--- config.mk ---
export PLATFORM = sky130hd
export DESIGN_NAME = systolic_feeder
export DESIGN_NICKNAME = d
export VERILOG_FILES = /design/src/rtl/systolic_feeder.sv
export SDC_FILE = /design/constraint.sdc
export NUM_CORES = 1
export LEC_CHECK = 0
export CAP_MARGIN = 20
export CORE_UTILIZATION = 40
export CTS_CLUSTER_DIAMETER = 60
export CTS_CLUSTER_SIZE = 24
export DETAILED_ROUTE_END_ITERATION = 10
export GPL_ROUTABILITY_DRIVEN = 0
export PLACE_DENSITY = 0.68
export RECOVER_POWER = 50
export REMOVE_ABC_BUFFERS = 1
export SYNTH_ARGS = -nofsm -noshare
export SYNTH_HDL_FRONTEND = slang
export SYNTH_SLANG_ARGS = --single-unit
export TNS_END_PERCENT = 100
--- constraint.sdc ---
create_clock -name clk -period 4.5 [get_ports clk]
set_input_delay 0.45 -clock clk [delete_from_list [all_inputs] [get_ports clk]]
set_output_delay 0.45 -clock clk [all_outputs]
set_load 0.02 [all_outputs]
--- src/rtl/systolic_feeder.sv ---
// Operand feeder for the systolic array edge: a FIFO of ROWS-word vectors, popped one per cycle
// into the skew chains, followed by a zero drain and a done pulse. Optional SYS_FEED_UNDERRUN_EN.
module systolic_feeder #(
    parameter int unsigned word_size = 8,
    parameter int unsigned ROWS      = 4,
    parameter int unsigned COLS      = 4,
    parameter int unsigned DEPTH     = 8,
    parameter int unsigned KW        = 16
) (
    input  logic                      clk,
    input  logic                      clear,
    input  logic                      start,
    input  logic [KW-1:0]             k_len,
    input  logic [word_size*ROWS-1:0] in_data,
    input  logic                      in_valid,
    output logic                      in_ready,
    output logic [word_size*ROWS-1:0] out_data,
    output logic                      out_valid,
    output logic                      busy,
    output logic                      done
`ifdef SYS_FEED_UNDERRUN_EN
    ,
    output logic                      underrun
`endif
);

    localparam int unsigned VW       = word_size * ROWS;
    localparam int unsigned AW       = $clog2(DEPTH);
    localparam int unsigned DrainLen = ROWS + COLS - 1;
    localparam int unsigned DW       = $clog2(DrainLen + 1);

    typedef enum logic [1:0] {StIdle, StFeed, StDrain, StDone} state_e;

    state_e          r_state, w_state_d;
    logic [VW-1:0]   r_mem [DEPTH];
    logic [AW-1:0]   r_wr_ptr, r_rd_ptr;
    logic [AW:0]     r_count;
    logic [KW-1:0]   r_k_len, w_k_len_d;
    logic [KW-1:0]   r_fed, w_fed_d, w_fed_inc;
    logic [DW-1:0]   r_drain_cnt, w_drain_d;
    logic [VW-1:0]   r_out_data;
    logic            r_out_valid;
    logic            r_armed;
    logic            w_push, w_pop, w_empty, w_start_acc;

    assign w_empty     = (r_count == '0);
    assign in_ready    = !clear && (r_count < (AW+1)'(DEPTH));
    assign w_push      = in_valid && in_ready;
    assign w_pop       = (r_state == StFeed) && !w_empty;
    // A start held high across a whole pass must not launch a second one.
    assign w_start_acc = (r_state == StIdle) && start && r_armed;
    assign w_fed_inc   = r_fed + KW'(1);

    assign out_data  = r_out_data;
    assign out_valid = r_out_valid;
    assign busy      = (r_state != StIdle);
    assign done      = (r_state == StDone);

    always_comb begin
        w_state_d = r_state;
        w_k_len_d = r_k_len;
        w_fed_d   = r_fed;
        w_drain_d = r_drain_cnt;
        case (r_state)
            StIdle: begin
                if (w_start_acc) begin
                    w_k_len_d = k_len;
                    w_fed_d   = '0;
                    w_drain_d = '0;
                    w_state_d = (k_len == '0) ? StDrain : StFeed;
                end
            end
            StFeed: begin
                if (w_pop) begin
                    w_fed_d = w_fed_inc;
                    if (w_fed_inc == r_k_len) begin
                        w_state_d = StDrain;
                        w_drain_d = '0;
                    end
                end
            end
            StDrain: begin
                if (r_drain_cnt == DW'(DrainLen - 1)) begin
                    w_state_d = StDone;
                end else begin
                    w_drain_d = r_drain_cnt + DW'(1);
                end
            end
            StDone: begin
                w_state_d = StIdle;
            end
            default: begin
                w_state_d = StIdle;
            end
        endcase
    end

    always_ff @(posedge clk) begin
        if (w_push) begin
            r_mem[r_wr_ptr] <= in_data;
        end
    end

    always_ff @(posedge clk) begin
        if (clear) begin
            r_state     <= StIdle;
            r_wr_ptr    <= '0;
            r_rd_ptr    <= '0;
            r_count     <= '0;
            r_k_len     <= '0;
            r_fed       <= '0;
            r_drain_cnt <= '0;
            r_out_data  <= '0;
            r_out_valid <= 1'b0;
            r_armed     <= 1'b1;
        end else begin
            r_state     <= w_state_d;
            r_k_len     <= w_k_len_d;
            r_fed       <= w_fed_d;
            r_drain_cnt <= w_drain_d;
            if (w_push) begin
                r_wr_ptr <= r_wr_ptr + AW'(1);
            end
            if (w_pop) begin
                r_rd_ptr <= r_rd_ptr + AW'(1);
            end
            case ({w_push, w_pop})
                2'b10:   r_count <= r_count + (AW+1)'(1);
                2'b01:   r_count <= r_count - (AW+1)'(1);
                default: r_count <= r_count;
            endcase
            // Zero on every non-valid cycle keeps the MACs neutral.
            r_out_data  <= w_pop ? r_mem[r_rd_ptr] : '0;
            r_out_valid <= w_pop;
            if (w_start_acc) begin
                r_armed <= 1'b0;
            end else if (!start) begin
                r_armed <= 1'b1;
            end
        end
    end

`ifdef SYS_FEED_UNDERRUN_EN
    logic r_underrun;
    assign underrun = r_underrun;

    always_ff @(posedge clk) begin
        if (clear || w_start_acc) begin
            r_underrun <= 1'b0;
        end else if ((r_state == StFeed) && w_empty) begin
            r_underrun <= 1'b1;
        end
    end
`endif

endmodule

==> summary.txt <==
Yosys
  – Synth Area per Inst: approximately 16 um^2
  – Cell area after synthesis: between 10,000 and 15,000 um^2
  – Post-Syn Instances: 818
  – Share of synthesized flip-flops with an asynchronous set or reset: 0%
  – Synth Register Bits: around 340
  – Cell variety after synth: between 50 and 60
  – Yosys synthesis warning count: 0
  – EDFF count, synth: 256
  – Ys flop type: edfxtp_1
  – Sequential fraction of the synthesis area: 70.6%

CTS
  – Post-CTS Setup Inserts: 0
  – Clock slew at reported path FFs: around 0.080 ns
  – CTS root buf: clkbuf_16
  – Clk Latency, worst-skew pair: around 0.55 ns
  – CTS tree: done
  – Clk buf depth: 3
  – Post-CTS Resized: 0
  – H-tree depth: 1
  – TritonCTS sink count: 337
  – CTS Buf Count: 25
  – Cts-stage hold buffer count: 0

Timing
  – Worst Skew: 0.0301 ns
  – Pins Over Slew Limit: 31
  – TNS Setup: 0 ns
  – Max_slew headroom: -6.22%
  – Fin worst setup slack: roughly 1.2 ns
  – Clock period minus worst slack: 3.32 ns
  – Worst slew pin tran: approximately 1.6 ns
  – # setup viols final: 0
  – Unrepaired setup endpoints after global routing: no
  – Final period utilization: between 70% and 80%
  – Fmax: 0.301 GHz
  – Final Hold Viols: 0

Power
  – P_sw: 1.78 mW
  – Combinational fraction of design power: ~13%
  – P_leak: approximately 5 nW
  – Net Sw Frac: 26.3%
  – Internal power: 4.98 mW
  – Clk pwr share: 35.2%
  – Highest ir drop seen on vdd: 0.271 mV
  – Power Density: 435 nW/um^2
  – Sequential share of power: between 50% and 60%

Finish
  – Finished Layout Cells: around 1,400
  – Layout fillers: 2,754
  – Syn-to-layout area delta: 17.9%
  – Layout cells sized above 1: 15.1%
  – Layout net count: slightly below 1,000
  – Area of the multi-input gates: 3700 um^2
  – Commonest cells after routing, fill and taps aside: edfxtp_1 (256), dfxtp_1 (79), nor2_1 (67), dlygate4sd3_1 (65), mux4_2 (64)
  – Reg area: 9310 um^2
  – Leading cell type in the layout, fill and taps excluded: edfxtp_1

Critical path
  – Crit path max-delay family: flip-flops
  – Worst-path cell chain: clkbuf_1 -> mux4_2 -> mux2i_1 -> nor2_1
  – Worst path arrival time: between 3 and 4 ns
  – Buffers & Inverters on Critical Path: 1
  – Required @ worst endpoint: approximately 5 ns
  – Slowest cell on crit path: dfxtp_1
  – Startpoint types: flop
  – Max FO, Critical Path: 30
  – Critical path class: reg2reg
  – Highest cell delay on the worst timing path: 1.39 ns
  – CP endpoint kind: flop

Route
  – First drt pass iteration count: 4
  – DRC viols: 0
  – Starting DRT DRC Count: 456
  – Post-DR vias/cell: between 5 and 6
  – Antenna-violating nets left: 0
  – Final wirelength: between 20,000 and 25,000 um
  – Vias: between 7,000 and 8,000
  – Drt wl/cell: ~18 um

Global routing
  – Global route overflow: 0
  – Largest net degree at the start of global routing: between 50 and 60
  – Number of global-route vias before repair: 6,859
  – Initial antenna violation count: 3
  – First-pass GRT wire length: about 38,000 um
  – Gr usage total: about 14%

Placement
  – Setup WS pre-CTS: about 1.6 ns
  – Detail Placement HPWL: 14,600 um
  – Port Buf Inserts: 87
  – Placed Cells incl. Taps: about 1,300

Die
  – Core area: roughly 32,000 um^2
  – Die span in y: 184 um
  – Initial Util: 40.6%
  – Num rows: 66
  – Chip width: 184 um
  – Die area: 33,700 um^2
  – I/O pin total: between 80 and 90

Job
  – Max-Cap Viols: 1

Run status
  – Violated checks: capacitance limit, slew limit
  – Outcome: complete, but fails checks

Worst hold path
  – Hold WC Path Type: reg2reg
## final cells by class
type	instances	area share [%]
diodes	2	0.0322
clock buffers	25	4.03
clock inverters	21	1.67
inverters	15	0.362
multi-input cells	426	23.8
flip-flops and latches	337	59.9
well taps	442	3.56
repair buffers	103	6.59
## through the flow
| step | hold WS [ns] | area (um^2) | utilization (%) | power (mW) |
|---|---|---|---|---|
| 2_1_floorplan | 0.442 | 13000 | - | 4.17 |
| 3_3_place_gp | 0.459 | 14600 | 45.0 | 4.45 |
| 3_5_place_dp | 0.463 | 14600 | 45.0 | 4.47 |
| 4_1_cts | 0.469 | 15500 | 47.7 | 6.83 |
| 5_1_grt | 0.484 | 15500 | 47.9 | 7.03 |
| 6_report | 0.471 | 15500 | 47.9 | 6.76 |
## kinds of logic (layout without fill, tap and decap cells)
| kind of cell | Yosys count | count (layout) | share of synthesized area (%) |
|---|---|---|---|
| xor gates and xnor gates | 25 | 25 | 1.66 |
| adders and majority gates | 14 | 14 | 1.37 |
| other | 0 | 2 | 0 |
| and+or+nand+nor | 199 | 199 | 7.23 |
| DFF | 337 | 337 | 70.6 |
| AOI/OAI and AO/OA | 92 | 92 | 4.16 |
| buffers and inverters | 55 | 164 | 1.60 |
| muxes | 96 | 96 | 13.4 |
## flip-flops by register name (all words and copies together) (netlist names)
| name | flops |
|---|---|
| r_wr_ptr | 3 |
| out_data | 32 |
| r_mem | 256 |
| r_state | 2 |
| r_drain_cnt | 3 |
| r_fed | 16 |
| r_count | 4 |
| r_rd_ptr | 3 |
| r_armed | 1 |
| r_k_len | 16 |
| out_valid | 1 |
## layer usage
metal	track usage, %	up-vias	routed length, um	part of all wire (%)
met2	24.3	143	11400	48
li1	-	3339	-	-
met3	2.71	25	1180	4.9
met4	2.77	2	340	1.4
met1	19.7	3508	11000	46
met5	0	-	16	0.067
## worst reg2reg max path: stages (launching register included)
cell,delay [ns]
dfxtp_1,1.39
clkbuf_1,0.96
mux4_2,0.45
mux2i_1,0.34
nor2_1,0.08
## power groups by stage
stage,Combinational (mW),Sequential [mW],Clock [mW]
final,0.871,3.51,2.38
after global routing,0.975,3.53,2.53
after CTS,0.888,3.52,2.43
after detailed placement,0.883,3.59,0
after global placement,0.870,3.58,0
after floorplan,0.579,3.60,0
## final timing paths
check	slack (ns)	endpoint	from	cells past startpoint
setup / recovery	1.18	out_data[18]	r_rd_ptr[1]	4
hold / removal	0.47	r_k_len[13]	r_k_len[13]	2
setup reg to reg	1.18	out_data[18]	r_rd_ptr[1]	4
hold reg to reg	0.47	r_k_len[13]	r_k_len[13]	2
## cells in the mapped netlist, types with 2 or more instances
cell type	count	area share (%)
mux4_2	64	11
a41oi_1	2	0.13
nor3b_1	2	0.11
xor2_1	7	0.47
or4_1	2	0.11
o21ai_0	20	0.76
nor4_1	12	0.57
or2_2	2	0.095
buf_2	4	0.15
edfxtp_1	256	58
buf_1	10	0.28
nand2_1	59	1.7
a32oi_1	2	0.13
o211ai_1	2	0.11
nor3_1	8	0.30
a211oi_1	3	0.17
and3_1	4	0.19
a31oi_1	2	0.095
nor2_1	71	2.0
nand3_1	8	0.30
a21oi_1	46	1.7
mux2i_1	32	2.4
clkbuf_1	26	0.74
ha_1	12	1.1
o31a_1	2	0.13
nand2b_1	8	0.38
nand4_1	6	0.28
xnor2_1	18	1.2
inv_1	15	0.43
dfxtp_1	81	12
or3_1	4	0.19
nor2b_1	3	0.14
(Power assumes the default switching activity.)
